## config.mk

```make
export PLATFORM = sky130hd
export DESIGN_NAME = div_unit_flat
export DESIGN_NICKNAME = d
export VERILOG_FILES = /design/src/rtl/div_unit_pkg.sv /design/src/rtl/div_unit_if.sv /design/src/rtl/div_unit.sv /design/src/flat_wrapper.sv
export SDC_FILE = /design/constraint.sdc
export NUM_CORES = 1
export LEC_CHECK = 0
export ABC_AREA = 1
export CAP_MARGIN = 20
export CORE_MARGIN = 2
export CORE_UTILIZATION = 40
export DETAILED_ROUTE_END_ITERATION = 7
export MAX_ROUTING_LAYER = met4
export SLEW_MARGIN = 0
export SYNTH_ARGS = -nofsm -noshare
export SYNTH_HDL_FRONTEND = slang
export SYNTH_SLANG_ARGS = --single-unit
```

## constraint.sdc

```tcl
create_clock -name clk -period 2.2 [get_ports clk]
set_clock_uncertainty 0.15 [all_clocks]
set_input_delay 0.66 -clock clk [delete_from_list [all_inputs] [get_ports clk]]
set_output_delay 0.66 -clock clk [all_outputs]
set_load 0.02 [all_outputs]
```

## src/rtl/div_unit_pkg.sv

```systemverilog
// Shared state encodings and handshake constants for the iterative divider.
package div_unit_pkg;

  // Divider control states, two-bit encoding.
  typedef enum logic [1:0] {
    ST_FREE    = 2'b00,
    ST_BY_ZERO = 2'b01,
    ST_ON      = 2'b10,
    ST_END     = 2'b11
  } div_state_e;

  // Handshake levels used on ready_o and start_i.
  localparam logic DIV_RESULT_READY     = 1'b1;
  localparam logic DIV_RESULT_NOT_READY = 1'b0;
  localparam logic DIV_START            = 1'b1;
  localparam logic DIV_STOP             = 1'b0;

endpackage

```

## src/rtl/div_unit_if.sv

```systemverilog
// Request/response bundle between the EX stage (master) and the divider (slave).
interface div_unit_if #(
  parameter int WIDTH = 32
);
  logic               signed_div_i;
  logic [WIDTH-1:0]   opdata1_i;
  logic [WIDTH-1:0]   opdata2_i;
  logic               start_i;
  logic               annul_i;
  logic [2*WIDTH-1:0] result_o;
  logic               ready_o;
  logic               div_by_zero_o;

  modport master (
    output signed_div_i, opdata1_i, opdata2_i, start_i, annul_i,
    input  result_o, ready_o, div_by_zero_o
  );

  modport slave (
    input  signed_div_i, opdata1_i, opdata2_i, start_i, annul_i,
    output result_o, ready_o, div_by_zero_o
  );
endinterface

```

## src/rtl/div_unit.sv

```systemverilog
// Multi-cycle radix-2 restoring divider, signed or unsigned.
// Result is {remainder, quotient}; all outputs come straight from flops.
module div_unit
  import div_unit_pkg::*;
#(
  parameter int WIDTH = 32
) (
  input  logic        clk,
  input  logic        rst,
  div_unit_if.slave   bus
);

  localparam int CW = $clog2(WIDTH) + 1;

  div_state_e         state_q, state_d;
  logic [CW-1:0]      cnt_q, cnt_d;
  logic [2*WIDTH-1:0] acc_q, acc_d;
  logic [WIDTH-1:0]   divisor_q, divisor_d;
  logic               neg_quo_q, neg_quo_d;
  logic               neg_rem_q, neg_rem_d;
  logic [2*WIDTH-1:0] result_q, result_d;
  logic               ready_q, ready_d;
  logic               dbz_q, dbz_d;

  logic [2*WIDTH:0]   shifted;
  logic [WIDTH:0]     diff;
  logic [WIDTH-1:0]   abs1, abs2;
  logic [WIDTH-1:0]   quo_fix, rem_fix;
  logic               op1_neg, op2_neg;

  // Operand magnitudes, one restoring step and the final sign fix-up.
  always_comb begin
    op1_neg = bus.signed_div_i & bus.opdata1_i[WIDTH-1];
    op2_neg = bus.signed_div_i & bus.opdata2_i[WIDTH-1];
    abs1    = op1_neg ? -bus.opdata1_i : bus.opdata1_i;
    abs2    = op2_neg ? -bus.opdata2_i : bus.opdata2_i;
    shifted = {acc_q, 1'b0};
    diff    = shifted[2*WIDTH:WIDTH] - {1'b0, divisor_q};
    quo_fix = neg_quo_q ? -acc_q[WIDTH-1:0] : acc_q[WIDTH-1:0];
    rem_fix = neg_rem_q ? -acc_q[2*WIDTH-1:WIDTH] : acc_q[2*WIDTH-1:WIDTH];
  end

  // Next-state and datapath control; every register holds unless told otherwise.
  always_comb begin
    state_d   = state_q;
    cnt_d     = cnt_q;
    acc_d     = acc_q;
    divisor_d = divisor_q;
    neg_quo_d = neg_quo_q;
    neg_rem_d = neg_rem_q;
    result_d  = result_q;
    ready_d   = ready_q;
    dbz_d     = dbz_q;
    case (state_q)
      ST_FREE: begin
        if (bus.start_i == DIV_START && !bus.annul_i) begin
          neg_quo_d = op1_neg ^ op2_neg;
          neg_rem_d = op1_neg;
          acc_d     = {{WIDTH{1'b0}}, abs1};
          divisor_d = abs2;
          cnt_d     = '0;
          state_d   = (bus.opdata2_i == '0) ? ST_BY_ZERO : ST_ON;
        end
      end
      ST_BY_ZERO: begin
        if (bus.annul_i) begin
          cnt_d   = '0;
          state_d = ST_FREE;
        end else if (cnt_q == CW'(1)) begin
          result_d = '0;
          ready_d  = DIV_RESULT_READY;
          dbz_d    = 1'b1;
          state_d  = ST_END;
        end else begin
          cnt_d = cnt_q + CW'(1);
        end
      end
      ST_ON: begin
        if (bus.annul_i) begin
          cnt_d   = '0;
          state_d = ST_FREE;
        end else if (cnt_q == CW'(WIDTH)) begin
          result_d = {rem_fix, quo_fix};
          ready_d  = DIV_RESULT_READY;
          dbz_d    = 1'b0;
          state_d  = ST_END;
        end else begin
          acc_d = diff[WIDTH] ? shifted[2*WIDTH-1:0]
                              : {diff[WIDTH-1:0], shifted[WIDTH-1:1], 1'b1};
          cnt_d = cnt_q + CW'(1);
        end
      end
      ST_END: begin
        if (bus.start_i == DIV_STOP) begin
          result_d = '0;
          ready_d  = DIV_RESULT_NOT_READY;
          dbz_d    = 1'b0;
          state_d  = ST_FREE;
        end
      end
      default: state_d = ST_FREE;
    endcase
  end

  // State and datapath registers with synchronous reset.
  always_ff @(posedge clk) begin
    if (rst) begin
      state_q   <= ST_FREE;
      cnt_q     <= '0;
      acc_q     <= '0;
      divisor_q <= '0;
      neg_quo_q <= 1'b0;
      neg_rem_q <= 1'b0;
      result_q  <= '0;
      ready_q   <= DIV_RESULT_NOT_READY;
      dbz_q     <= 1'b0;
    end else begin
      state_q   <= state_d;
      cnt_q     <= cnt_d;
      acc_q     <= acc_d;
      divisor_q <= divisor_d;
      neg_quo_q <= neg_quo_d;
      neg_rem_q <= neg_rem_d;
      result_q  <= result_d;
      ready_q   <= ready_d;
      dbz_q     <= dbz_d;
    end
  end

  assign bus.result_o      = result_q;
  assign bus.ready_o       = ready_q;
  assign bus.div_by_zero_o = dbz_q;

endmodule

```

## src/flat_wrapper.sv

```systemverilog
// flat-port wrapper written by rule: the top's interface ports become plain ports
module div_unit_flat import div_unit_pkg::*;
#(
  parameter int WIDTH = 32
)
  (clk, rst, bus_signed_div_i, bus_opdata1_i, bus_opdata2_i, bus_start_i, bus_annul_i, bus_result_o, bus_ready_o, bus_div_by_zero_o);
  div_unit_if #(.WIDTH(WIDTH)) bus_i ();
  input  logic clk;
  input  logic rst;
  input wire logic [$bits(bus_i.signed_div_i)-1:0] bus_signed_div_i;
  input wire logic [$bits(bus_i.opdata1_i)-1:0] bus_opdata1_i;
  input wire logic [$bits(bus_i.opdata2_i)-1:0] bus_opdata2_i;
  input wire logic [$bits(bus_i.start_i)-1:0] bus_start_i;
  input wire logic [$bits(bus_i.annul_i)-1:0] bus_annul_i;
  output wire logic [$bits(bus_i.result_o)-1:0] bus_result_o;
  output wire logic [$bits(bus_i.ready_o)-1:0] bus_ready_o;
  output wire logic [$bits(bus_i.div_by_zero_o)-1:0] bus_div_by_zero_o;
  assign bus_i.signed_div_i = bus_signed_div_i;
  assign bus_i.opdata1_i = bus_opdata1_i;
  assign bus_i.opdata2_i = bus_opdata2_i;
  assign bus_i.start_i = bus_start_i;
  assign bus_i.annul_i = bus_annul_i;
  assign bus_result_o = bus_i.result_o;
  assign bus_ready_o = bus_i.ready_o;
  assign bus_div_by_zero_o = bus_i.div_by_zero_o;
  div_unit #(.WIDTH(WIDTH)) u_core (.clk(clk), .rst(rst), .bus(bus_i));
endmodule
```

# Word-level counts from Yosys, hierarchy flattened
# Cells that the tools add are included.
[classes] eq_ne=16 muxes=38 reduce_logical=12 add_sub_neg=6 n_bitwise=3
[ops] cell="64-bit 2-to-1 mux" count=9
[ops] cell="64-bit case mux with 3 select lines" count=1
[ops] cell="32-bit 2-to-1 mux" count=4
[ops] cell="32-bit negation" count=4
[ops] cell="64-bit case mux with 2 select lines" count=1
[ops] cell="33-bit by 32-bit subtractor with 33-bit output" count=1
[ops] cell="32-bit zero test" count=1
[ops] cell="6-bit 2-to-1 mux" count=5
[ops] cell="6-bit case mux with 3 select lines" count=1
[ops] cell="2-bit 2-to-1 mux" count=7
[ops] cell="4-bit AND reduction" count=3
[ops] cell="2-bit inequality test, second input constant" count=4
[ops] cell="2-bit case mux with 4 select lines" count=1
[ops] cell="1-bit 2-to-1 mux" count=7
[ops] cell="6-bit by 1-bit adder with 6-bit output, second input constant" count=1
[ops] cell="6-bit by 1-bit == test with 1-bit output, second input constant" count=1
[ops] cell="6-bit == test, second input constant" count=1
[ops] cell="2-bit by 1-bit inequality test with 1-bit output, second input constant" count=3
[ops] cell="3-bit by 2-bit inequality test with 1-bit output, second input constant" count=2
[ops] cell="3-bit inequality test, second input constant" count=2
[ops] cell="1-bit case mux with 3 select lines" count=2
[ops] cell="6-bit AND reduction" count=1
[ops] cell="3-bit nonzero test" count=2
[ops] cell="2-bit == test, second input constant" count=2
[ops] cell="8 further kinds" count=9
[totals] output_inout_bits=66 register_bits=172 wordCells=84

# Depth between registers and ports, before layout
[depth] word_depth=5 depth_mapped=18

# Least setup slack after synthesis
# No wires, ideal clock.
[synth_path] kind="flip-flop to flip-flop" from="register u_core.acc_q[31]" to="register u_core.acc_q[36]" n_path_buf=1 t_arrival_ns=2.112 synth_period_minus_slack_ns=2.395 setup_slack_ns=-0.195 stages_incl_launch_ff=19 cell_sequence="dfxtp_1 -> inv_1 -> ha_1 -> fa_1 -> inv_1 -> nand2_1 -> nand2_1 -> nand3_1 -> nand2_2 -> nand2_2 -> nand2_2 -> nand2_4 -> nand2_4 -> nand2_4 -> nand2_2 -> buf_4 -> nand2_1 -> nand3_1 -> a21oi_1"
[synth_between] elab_chain_cells=5
[synth_lines] element="start: declaration" line_no="div_unit.sv:17" source="logic [2*WIDTH-1:0] acc_q, acc_d;"
[synth_lines] element="start signal: assignment" line_no="div_unit.sv:110" source="acc_q <= '0;"
[synth_lines] element="start signal: assignment" line_no="div_unit.sv:120" source="acc_q <= acc_d;"
[synth_lines] element="33-bit by 32-bit subtractor with 33-bit output" line_no="div_unit.sv:38" source="diff = shifted[2*WIDTH:WIDTH] - {1'b0, divisor_q};"
[synth_lines] element="64-bit 2-to-1 mux" line_no="div_unit.sv:88" source="acc_d = diff[WIDTH] ? shifted[2*WIDTH-1:0]"
[synth_lines] element="64-bit 2-to-1 mux" line_no="div_unit.sv:82" source="end else if (cnt_q == CW'(WIDTH)) begin"
[synth_lines] element="64-bit 2-to-1 mux" line_no="div_unit.sv:79" source="if (bus.annul_i) begin"
[synth_lines] element="64-bit case mux with 2 select lines" line_no="div_unit.sv:54" source="case (state_q)"
# Every way passes these cells. The select of a mux whose other input is x is not followed.
# A chain may end at the register's enable or synchronous reset.

# Worst setup path after layout
[layout_path] from="register u_core.divisor_q[29]" to="register u_core.acc_q[49]"
[layout_between] elab_chain_cells=5
[layout_lines] element="start: declaration" line_no="div_unit.sv:18" source="logic [WIDTH-1:0] divisor_q, divisor_d;"
[layout_lines] element="start signal: assignment" line_no="div_unit.sv:121" source="divisor_q <= divisor_d;"
[layout_lines] element="33-bit by 32-bit subtractor with 33-bit output" line_no="div_unit.sv:38"
[layout_lines] element="64-bit 2-to-1 mux" line_no="div_unit.sv:88"
[layout_lines] element="64-bit 2-to-1 mux" line_no="div_unit.sv:82"
[layout_lines] element="64-bit 2-to-1 mux" line_no="div_unit.sv:79"
[layout_lines] element="64-bit case mux with 2 select lines" line_no="div_unit.sv:54"
# Every way passes these cells. The select of a mux whose other input is x is not followed.

==> results.toml <==
[timing]
post-route-min-period_ns = 2.47
finalSetupViolCount = 33
finalMaxSlewViolations = 0
max_freq_mhz = 405
fin_crit_sh_pct = 112
rsz0062_at_grt = "true"
relSlewSlack_pct = 57.4
setup_tns_ns = -6.47
final-hold-violation-count = 0
max_slew.worst_pin.slew_ns = 0.638
setup_ws_ns = -0.267
timing.hold.ws_ns = 0.308

[layout]
nets = 2774
post-route-cell-area_sq_mm = 0.0192
syn2layout_area_growth_pct = 45.7
n_antenna_cell = 0
drive_gt1_share_pct = 22.8

[global_route]
grt_util_met3_pct = 3.79
grt.total_usage_pct = 29.3
use_met2_pct = 44.9
grt_pass1_wl_mm = 75.9
busiest_layer = "met2"
grt_max_degree = 125
first_global_vias = 14400
use_met1_pct = 39.0
overflow = 0
antenna_found_initial = 1

[power_and_ir_drop]
worst_ir_drop_vdd_mv = 0.971
totalPowerFinal_mw = 16.3
leakagePower_nw = 9.63
power_density_mw_per_mm2 = 851

[floorplanning]
chipHeight_um = 185
die_w_um = 185
num_rows = 66
start_util_pct = 40.5
core_sq_mm = 0.0325
io-pin-count = 135
die-area_sq_mm = 0.0344

[critical_path]
cp.arrival_ns = 2.69
r2r_slack_ns = -0.27
crit_start = "u_core.divisor_q[29]"
crit_chain = "inv_1, ha_1, nand2_1, nor2_1, nand2_1, nor2_1, nand2_4, nand2_8, nand2_8, buf_12, nand3_2, nand3_2, a21oi_2"
slowest_delay_ns = 0.37
crit_fanout = 8
r2r_end = "u_core.acc_q[49]"
start_kind = "flop"
reg2reg_depth = 13
rr_startpoint = "u_core.divisor_q[29]"
cp-end-kind = "flop"
path_class = "flop to flop"
crit_required_ns = 2.42
critPathSlowestCell = "ha_1"

[place]
preCtsSetupSlack_ns = -0.622
dp_hpwl_mm = 38.5
placed_area_sq_mm = 0.0175
port_buffers = 134
place_congestion = 0.930

[status]
violations = "setup timing"
status = "finished, violations left"

[clock_network]
clk_pin_slew_ns = 0.07
numCtsBuffers = 17
insertion_delay_ns = 0.45
hold_buffers = 0
cts_max_path_buffers = 2
cts_num_sinks = 172
cts_tree = "built"
root_buffer = "clkbuf_16"
cts_max_level = 4

[synth]
netlist_instances = 2222
seq_area_frac_synth_pct = 26.2
ys_warn_count = 0
ys_ff_latch = 172
synth_flop_cell = "dfxtp_1"
syn_avg_cell_area_sq_um = 5.92
synthArstFlopShare_pct = 0
synth_area_sq_mm = 0.0132
synth_enable_flop_cells = 0
synth.distinct_cells = 51
synthesis.nets = 2335

[min_path]
hp-class = "flop to flop"
whs_path_depth = 2
worstHoldStart = "u_core.bus.ready_o"
holdPathEnd = "u_core.bus.ready_o"

[drt]
dr.pass1.iters = 5
drt_iter0_drc = 1262
wl_mm = 48.9
ant_nets = 0
wl_per_cell_um = 15.7
vias = 15600
remaining_drc_errors = 0
post_drt_via_cell_ratio = 5.01

[flow_run]
maxCapViolCount = 0
logic make-up (layout without fill, tap and decap cells):
group                      after synthesis  after routing  share of synthesized area [%]
and+or+nand+nor                       1160           1162                           37.8
buffers and inverters                  410            860                           12.4
AOI/OAI and AO/OA                      374            374                           15.2
DFF                                    172            172                           26.2
xor gates and xnor gates                62             62                           4.13
adders and majority gates               44             44                           4.24
how the worst max path moves through the flow:
stage	end	slack, ns	cells after the start
2_1_floorplan	u_core.acc_q[56]	-0.08	18
3_3_place_gp	u_core.acc_q[31]	-0.57	11
3_5_place_dp	u_core.acc_q[31]	-0.62	12
4_1_cts	u_core.acc_q[56]	-0.19	17
5_1_grt	u_core.acc_q[49]	-0.36	17
6_report	u_core.acc_q[49]	-0.27	13
registers in the layout, summed over array words and instances, names as in the netlist:
name / count
u_core.cnt_q: 6
u_core.bus.result_o: 64
u_core.acc_q: 64
u_core.neg_quo_q: 1
u_core.bus.ready_o: 1
u_core.state_q: 2
u_core.divisor_q: 32
u_core.bus.div_by_zero_o: 1
u_core.neg_rem_q: 1
where the power goes:
part,internal (mW),switching [mW]
clock,1.71,1.37
combinational,3.78,5.46
sequential,3.56,0.438
total,9.05,7.27
per-stage QoR:
step           std cells  utilization [%]
6_report            3116             59.1
5_1_grt             3116             59.1
3_3_place_gp        3062             53.8
2_1_floorplan       2222                -
3_5_place_dp        3062             53.8
4_1_cts             3104             57.1
cells in the final DEF, fill, tap and decap left out, drive strengths merged, types with 2 or more instances in the layout:
master         count
a211oi             3
a21oi            234
a221oi             2
a22oi              3
a31oi              2
and2               3
buf              362
bufinv             2
clkbuf            20
clkdlybuf4s50     54
clkinv             8
clkinvlp           4
dfxtp            172
dlygate4sd2       64
dlymetal6s2s      15
ha                43
inv              331
nand2            671
nand3            212
nand3b            17
nand4             36
nor2             175
nor3              35
nor3b              2
nor4               3
o2111ai            2
o211ai            15
o21ai            100
o21bai             6
o221ai             2
o31ai              2
or2                6
xnor2             17
xor2              45
critical path, delay by kind of cell, from the launching register on:
kind	cells	cell delay [ns]
AO/OA/AOI/OAI	1	0.17
flip-flops	1	0.31
AND/OR/NAND/NOR	9	1.04
adder cells (fa/ha/maj)	1	0.37
buffers and inverters	2	0.31
what timing repair did:
action | 4_1_cts | 5_1_grt
setup endpoints to repair | 108 | 133
endpoints found under the hold margin | 0 | 0
pin swaps | 17 | 54
setup buffers | 8 | 10
resized for setup | 147 | 159
cloned | 2 | 2
layer usage:
| layer | wire (um) | part of all wire, % |
|---|---|---|
| met5 | 0 | 0 |
| met4 | 1800 | 3.7 |
| met3 | 2510 | 5.1 |
| met2 | 21900 | 45 |
| met1 | 22800 | 47 |
cell type report:
class | instances | area, sq um
Fill cell | 3223 | 13300
Multi-Input combinational cell | 1642 | 9020
Timing Repair Buffer | 496 | 4310
Sequential cell | 172 | 3450
Inverter | 332 | 1250
Tap cell | 442 | 553
Clock buffer | 19 | 443
Clock inverter | 13 | 141
Yosys cell counts (5+ instances only):
library cell  count  area (sq um)
buf_4             5          37.5
o21bai_1          6          45.0
or2_2             6          37.5
o211ai_1         15           113
buf_2            16          80.1
a21oi_1         228          1140
nand2_2           7          43.8
nand4_1          36           225
xor2_1           45           394
xnor2_1          17           149
nand2_4           6          67.6
clkbuf_1         49           184
nor2_1          174           653
o21ai_1           6          30.0
a21oi_2           5          43.8
nand2_1         656          2460
ha_1             43           538
dfxtp_1         172          3440
nand3b_1         17           128
inv_1           328          1230
nand3_1         209          1050
o21ai_0          94           470
buf_6             5          56.3
nor3_1           32           160
(Power assumes the default switching activity.)
